--- src/rtl/event_rr_dispatcher.sv ---
// Round-robin dispatcher: sticky per-source pending bits, rotating-priority
// winner search, and a registered valid/ready grant offer.
module event_rr_dispatcher #(
  parameter  int unsigned NUM_REQ = 8,
  localparam int unsigned IDX_W   = (NUM_REQ > 1) ? $clog2(NUM_REQ) : 1
) (
  input  logic               clk_i,
  input  logic               rst_ni,
  input  logic [NUM_REQ-1:0] req_i,
  input  logic [NUM_REQ-1:0] flush_i,
  output logic               gnt_valid_o,
  input  logic               gnt_ready_i,
  output logic [IDX_W-1:0]   gnt_idx_o,
  output logic [NUM_REQ-1:0] pending_o
);

  typedef enum logic {IDLE, OFFER} state_e;

  state_e             state_q;
  logic [NUM_REQ-1:0] pending_q, pending_d, cand;
  logic [IDX_W-1:0]   ptr_q, gnt_idx_q, next_ptr, start, winner;
  logic               hs, found;
  int unsigned        j;

  always_comb begin
    hs       = (state_q == OFFER) && gnt_ready_i;
    next_ptr = (32'(gnt_idx_q) == NUM_REQ - 1) ? '0 : IDX_W'(32'(gnt_idx_q) + 1);
    start    = (state_q == OFFER) ? next_ptr : ptr_q;

    // While offering, the next winner excludes the current grant and any flushed bits.
    for (int unsigned i = 0; i < NUM_REQ; i++) begin
      cand[i] = pending_q[i];
      if (state_q == OFFER && (i == 32'(gnt_idx_q) || flush_i[i])) cand[i] = 1'b0;
    end

    found  = 1'b0;
    winner = '0;
    j      = 0;
    for (int unsigned k = 0; k < NUM_REQ; k++) begin
      j = 32'(start) + k;
      if (j >= NUM_REQ) j = j - NUM_REQ;
      if (!found && cand[IDX_W'(j)]) begin
        found  = 1'b1;
        winner = IDX_W'(j);
      end
    end

    for (int unsigned i = 0; i < NUM_REQ; i++) begin
      if (req_i[i])
        pending_d[i] = 1'b1;
      else if (hs && i == 32'(gnt_idx_q))
        pending_d[i] = 1'b0;
      else if (flush_i[i] && !(state_q == OFFER && i == 32'(gnt_idx_q)))
        pending_d[i] = 1'b0;
      else
        pending_d[i] = pending_q[i];
    end
  end

  always_ff @(posedge clk_i) begin
    if (!rst_ni) begin
      pending_q <= '0;
      ptr_q     <= '0;
      gnt_idx_q <= '0;
      state_q   <= IDLE;
    end else begin
      pending_q <= pending_d;
      case (state_q)
        IDLE: begin
          if (found) begin
            gnt_idx_q <= winner;
            state_q   <= OFFER;
          end
        end
        OFFER: begin
          if (hs) begin
            ptr_q <= next_ptr;
            if (found) gnt_idx_q <= winner;
            else       state_q   <= IDLE;
          end
        end
      endcase
    end
  end

  assign gnt_valid_o = (state_q == OFFER);
  assign gnt_idx_o   = gnt_idx_q;
  assign pending_o   = pending_q;

endmodule

--- config.mk ---
export PLATFORM = sky130hd
export DESIGN_NAME = event_rr_dispatcher
export DESIGN_NICKNAME = d
export VERILOG_FILES = /design/src/rtl/event_rr_dispatcher.sv
export SDC_FILE = /design/constraint.sdc
export NUM_CORES = 1
export LEC_CHECK = 0
export CAP_MARGIN = 20
export CELL_PAD_IN_SITES_DETAIL_PLACEMENT = 0
export CELL_PAD_IN_SITES_GLOBAL_PLACEMENT = 1
export CORE_ASPECT_RATIO = 1.1
export CORE_MARGIN = 2
export CORE_UTILIZATION = 45
export DETAILED_ROUTE_END_ITERATION = 10
export PLACE_DENSITY = 0.95
export SLEW_MARGIN = 20
export SYNTH_ARGS = -nofsm -noshare
export SYNTH_HDL_FRONTEND = slang
export SYNTH_SLANG_ARGS = --single-unit
--- constraint.sdc ---
create_clock -name clk_i -period 9 [get_ports clk_i]
set_input_delay 0.9 -clock clk_i [delete_from_list [all_inputs] [get_ports clk_i]]
set_output_delay 0.9 -clock clk_i [all_outputs]
set_load 0.1 [all_outputs]
### After elaboration in Yosys (flattened, before gate mapping)

Cells that the tools add are included.

* input port bits: 19
* bits in registers: 15
* output and inout bits: 12
* logic and storage cells: 206

* reductions and logical operators: 73
* order comparisons: 16
* add/sub/neg operators: 16
* multiplexer cells: 80
* equal/unequal tests: 9
* bitwise logic cells: 1

Operators by type and width (number)
* 3-bit two-way mux: 20
* 1-bit two-way mux: 50
* 1-bit logical AND: 40
* 3-bit by 4-bit less-than comparator with 1-bit output, second input constant: 8
* 4-bit greater-or-equal comparator, second input constant: 7
* 1-bit binary-select mux with 3-bit select: 8
* 3-bit nonzero test: 8
* 3-bit by 1-bit subtractor with 3-bit output, second input constant: 8
* 3-bit by 3-bit adder with 4-bit output, second input constant: 4
* 1-bit logical NOT: 15
* 3-bit equality test, first input constant: 4
* 3-bit by 2-bit adder with 4-bit output, second input constant: 2
* 1-bit logical OR: 8
* 2-bit by 3-bit equality test with 1-bit output, first input constant: 2
* 3-bit one-hot mux with 2 select lines: 1
* 3-bit by 1-bit adder with 4-bit output, second input constant: 1
* 3-bit by 4-bit greater-or-equal comparator with 1-bit output, second input constant: 1
* 3-bit by 1-bit adder with 3-bit output, second input constant: 1
* 1-bit by 3-bit equality test with 1-bit output, first input constant: 1
* 3-bit equality test, second input constant: 1
* 3-bit logical NOT: 1
* 2-bit by 1-bit != test with 1-bit output, second input constant: 1
* 1-bit one-hot mux with 2 select lines: 1
* 2-bit AND reduction: 1
* 1-bit NOT: 1

### Logic depth before layout (Yosys ltp)

* depth after elaboration: 32
* depth in mapped cells: 16
* mapped depth without buffers: 15

### Worst setup path before layout

No wires, ideal clock.

* kind: register to register
* start point: register gnt_idx_q[0] (netlist: gnt_idx_o[0])
* end point: register gnt_idx_q[2] (netlist: gnt_idx_o[2])
* cell stages (with the launch flop): 17
* path slack: 4.888 ns
* required time: 8.919 ns
* arrival time: 4.031 ns
* library setup time: 0.081 ns
* period minus slack after synthesis: 4.112 ns
* cells stage by stage: dfxtp_1 -> ha_1 -> ha_1 -> and3b_4 -> nor2_8 -> inv_4 -> buf_8 -> ha_1 -> inv_1 -> a21oi_1 -> nor2_1 -> mux4_2 -> nand4_1 -> a21oi_4 -> a21oi_2 -> o21ai_0 -> a41oi_1

* longest elaborated chain between the ends: 32
* elaborated cells between the ends (all ways): 116

Ends and longest elaborated chain
* from (decl): RTL line 21 `logic [IDX_W-1:0] ptr_q, gnt_idx_q, next_ptr, start, winner;`
* from (signal assigned): RTL line 71 `gnt_idx_q <= winner;`
* from (signal assigned): RTL line 78 `if (found) gnt_idx_q <= winner;`
* parallel branches: the longest is 29 deep, another holds 3-bit by 1-bit adder with 4-bit output
* 3-bit two-way mux *: RTL line 70, 78
* 3-bit two-way mux: RTL line 76 `if (hs) begin`
* 3-bit one-hot mux with 2 select lines *: RTL line 68 `case (state_q)`

Every way passes the cells marked *. The select of a mux whose other input is x is not followed.
A chain may end at the register's enable or synchronous reset.

### Final worst setup path

Ends and elaborated chain as after synthesis.

==> metrics.txt <==
NumNets Final around 300; Post-Synth XOR/XNOR Area 0.00838; CTS sink cnt 15; number of buffers created by CTS 3; post-synthesis area per instance about 8.6 um2; post-CTS setup repair buffer count 0; status finished, final reports clean; GP Congestion approximately 0.9; Layout Utilization 0.525; fmax ~0.23 GHz; Post-synth EDFFs 0; DR DRC count 0; slowest cell delay on critical path 0.72 ns; crit path max fanout 18; asr flop ratio synth 0; Max-Slew Margin vs Limit 0.337; endpoints failing setup 0; clock network fraction of design power 0.061; clock skew ~0.001 ns; worst hold slack between 0.5 and 0.6 ns; Slowest-stage cell, CP mux2i_1; NetSw between 0.4 and 0.5 mW; worst hold start ptr_q[1]$_SDFFE_PN0P_; CP Launch Type register; Fillers 434; reg-to-reg startpoint gnt_idx_o[0]$_SDFFE_PN0P_; combinational share of power 0.820; synthesized-area fraction occupied by and/or/nand/nor cells 0.289; CTS H-tree lvls 1; initial antenna violation count 0; Pint 0.389 mW; Final Non-Filler Cells 323; P&R area growth vs syn 14.4%; crit path buf inv count 2; I/O Pins 31; largest family of logic cells by synthesized area simple AND/OR/NAND/NOR gates; adder-cell share of the synthesized area 0.0479; hpwl dp about 4200 um; multi-input logic area between 1500 and 2000 um2; post-synthesis compound-gate area fraction 0.243; hold path cells 2; R2R setup slack around 4.6 ns; Crit Path Category register to register; Critical Path AT about 4.6 ns; Crit. End Element register; commonest non-fill, non-tap cells in the layout nand2_1 (30), clkdlybuf4s50_1 (30), mux2i_1 (22); Critical Path Most Common Cell ha_1; maximum VDD drop between 150 and 200 uV; gr usage total 0.224; Tmin final between 4 and 5 ns; syn_nets roughly 270; Post-Syn Area about 2100 um2; first-pass GRT wire length between 8000 and 9000 um; Synth cell types 72; grt ovf 0; Routed Antenna Nets 0; TNS Setup 0 ns; final instance area ~2400 um2; Diodes inserted 0; share of layout cells above drive strength 1 0.157; Cells after Synth 244; number of global-route vias before repair between 1500 and 2000; post-cts gate resize count 0; Clock Pin Slew Worst Setup and Hold Paths ~0.060 ns; WP data required 9.17 ns; count of final max-slew check failures 0; Die X slightly below 70 um; R2R depth 15; final hold vios 0; switching share of power 0.556; Register Area 300 um2; final WL 5320 um; top_reg_cell synth dfxtp_1; die area roughly 5200 um2; via count 1982; Cell Area, Placed between 2000 and 2500 um2; post-synthesis sequential area ratio 0.144; drt first pass iters 5; largest net degree at the start of global routing 28; Syn. warnings 0; hold bufs inserted after CTS 0; reg2reg end gnt_idx_o[2]$_SDFFE_PN0P_; crit share post-route 0.490; RSZ-0062 raised after global routing false; #FFs+latches synth 15; Rows 26; clk buf depth 2; Die Span Y 75.5 um; P_leak ~0.94 nW; critical path depth in cells 15; clk_lat worst skew 0.25 ns; Initial DRC Count roughly 110; Root Buffer clkbuf_8; kind of cell adding the most delay to the critical path multiplexers; Cells after DPL between 300 and 400; vias per cell 6.14; CTS tree yes; sequential power share 0.119; proportion of synthesized area in mux cells 0.195; post-DR wirelength/cell roughly 16 um; cell chain of the critical path ha_1 > ha_1 > nor2_1 > mux2i_1 > inv_2 > ha_1 > inv_1 > a21oi_1 > nor2_1 > mux4_2 > nand4_1 > a21oi_4 > a21oi_2 > o21ai_0 > a41oi_1; max-capacitance violation count 0; Core Region approximately 4600 um2; Starting Density 0.459; power per cell area approximately 370 nW/um2; Worst Tran Pin Value approximately 0.99 ns; HP Class register to register; port bufs 30; end point of the worst hold path ptr_q[1]$_SDFFE_PN0P_
==> state kept, by name, summed over array words and instances (netlist names) <==
name / count
ptr_q: 3
gnt_idx_o: 3
gnt_valid_o: 1
pending_o: 8
==> layer usage <==
metal	GRT usage	wire [um]	share of wire
met1	0.280	2300	0.43
met2	0.389	2620	0.49
met3	0.0222	239	0.045
met4	0.0959	151	0.028
met5	0	0	0
==> worst min-delay path: stages, from the launching register on <==
cell and delay (ns):
dfxtp_1 0.33, nand2_1 0.06, a21boi_0 0.06
==> cells in the mapped netlist, drive strengths merged, types with 2 or more instances <==
| cell type | n | area share |
|---|---|---|
| clkbuf | 5 | 0.023 |
| mux4 | 6 | 0.065 |
| o22ai | 4 | 0.012 |
| o221ai | 4 | 0.026 |
| nor2b | 10 | 0.030 |
| nor3b | 2 | 0.012 |
| inv | 9 | 0.017 |
| mux2i | 22 | 0.11 |
| and2 | 4 | 0.013 |
| nand2 | 31 | 0.057 |
| and2b | 3 | 0.013 |
| o211ai | 11 | 0.040 |
| nand2b | 2 | 0.0060 |
| or2 | 3 | 0.0090 |
| and3 | 4 | 0.012 |
| nor3 | 6 | 0.014 |
| buf | 5 | 0.028 |
| nand3 | 11 | 0.046 |
| dfxtp | 15 | 0.14 |
| mux2 | 4 | 0.025 |
| a211oi | 2 | 0.0096 |
| a21boi | 4 | 0.022 |
| nor2 | 18 | 0.040 |
| a21oi | 14 | 0.041 |
| o21ai | 8 | 0.019 |
| nand3b | 3 | 0.013 |
| ha | 8 | 0.048 |
| o2111ai | 4 | 0.017 |
==> worst max-delay path by stage <==
stage	start	endpoint	slack [ns]
floorplan	gnt_idx_o[0]$_SDFFE_PN0P_	gnt_idx_o[2]$_SDFFE_PN0P_	4.89
global route	gnt_idx_o[0]$_SDFFE_PN0P_	gnt_idx_o[2]$_SDFFE_PN0P_	4.10
CTS	gnt_idx_o[0]$_SDFFE_PN0P_	gnt_idx_o[2]$_SDFFE_PN0P_	4.59
detailed placement	gnt_idx_o[0]$_SDFFE_PN0P_	gnt_idx_o[2]$_SDFFE_PN0P_	4.65
global placement	gnt_valid_o$_SDFF_PN0_	gnt_idx_o[2]$_SDFFE_PN0P_	4.75
finish	gnt_idx_o[0]$_SDFFE_PN0P_	gnt_idx_o[2]$_SDFFE_PN0P_	4.59
==> through the flow <==
step | power [mW] | setup WS [ns]
after floorplan | 0.712 | 4.89
after global placement | 0.816 | 4.75
after detailed placement | 0.812 | 4.65
after CTS | 0.869 | 4.59
after global routing | 0.942 | 4.10
final | 0.876 | 4.59
==> logic make-up after synthesis <==
kind of cell	after synthesis
adders and majority gates	8
buffers and inverters	20
xor gates and xnor gates	2
and+or+nand+nor	103
DFF	15
AOI/OAI and AO/OA	64
muxes	32
==> layout make-up <==
| type | instances | share of cell area |
|---|---|---|
| clock buffer | 4 | 0.0188 |
| multi-input combinational | 209 | 0.685 |
| inverter | 9 | 0.0152 |
| timing repair buffer | 30 | 0.126 |
| tap | 56 | 0.0293 |
| sequential | 15 | 0.126 |
==> power by group through the flow <==
stage               Sequential (mW)  Combinational (mW)  Clock [mW]
floorplan                     0.153               0.559           0
global placement              0.105               0.711           0
detailed placement            0.105               0.708           0
CTS                           0.104               0.710      0.0551
global route                  0.107               0.778      0.0571
finish                        0.104               0.719      0.0535
(Power assumes the default switching activity.)
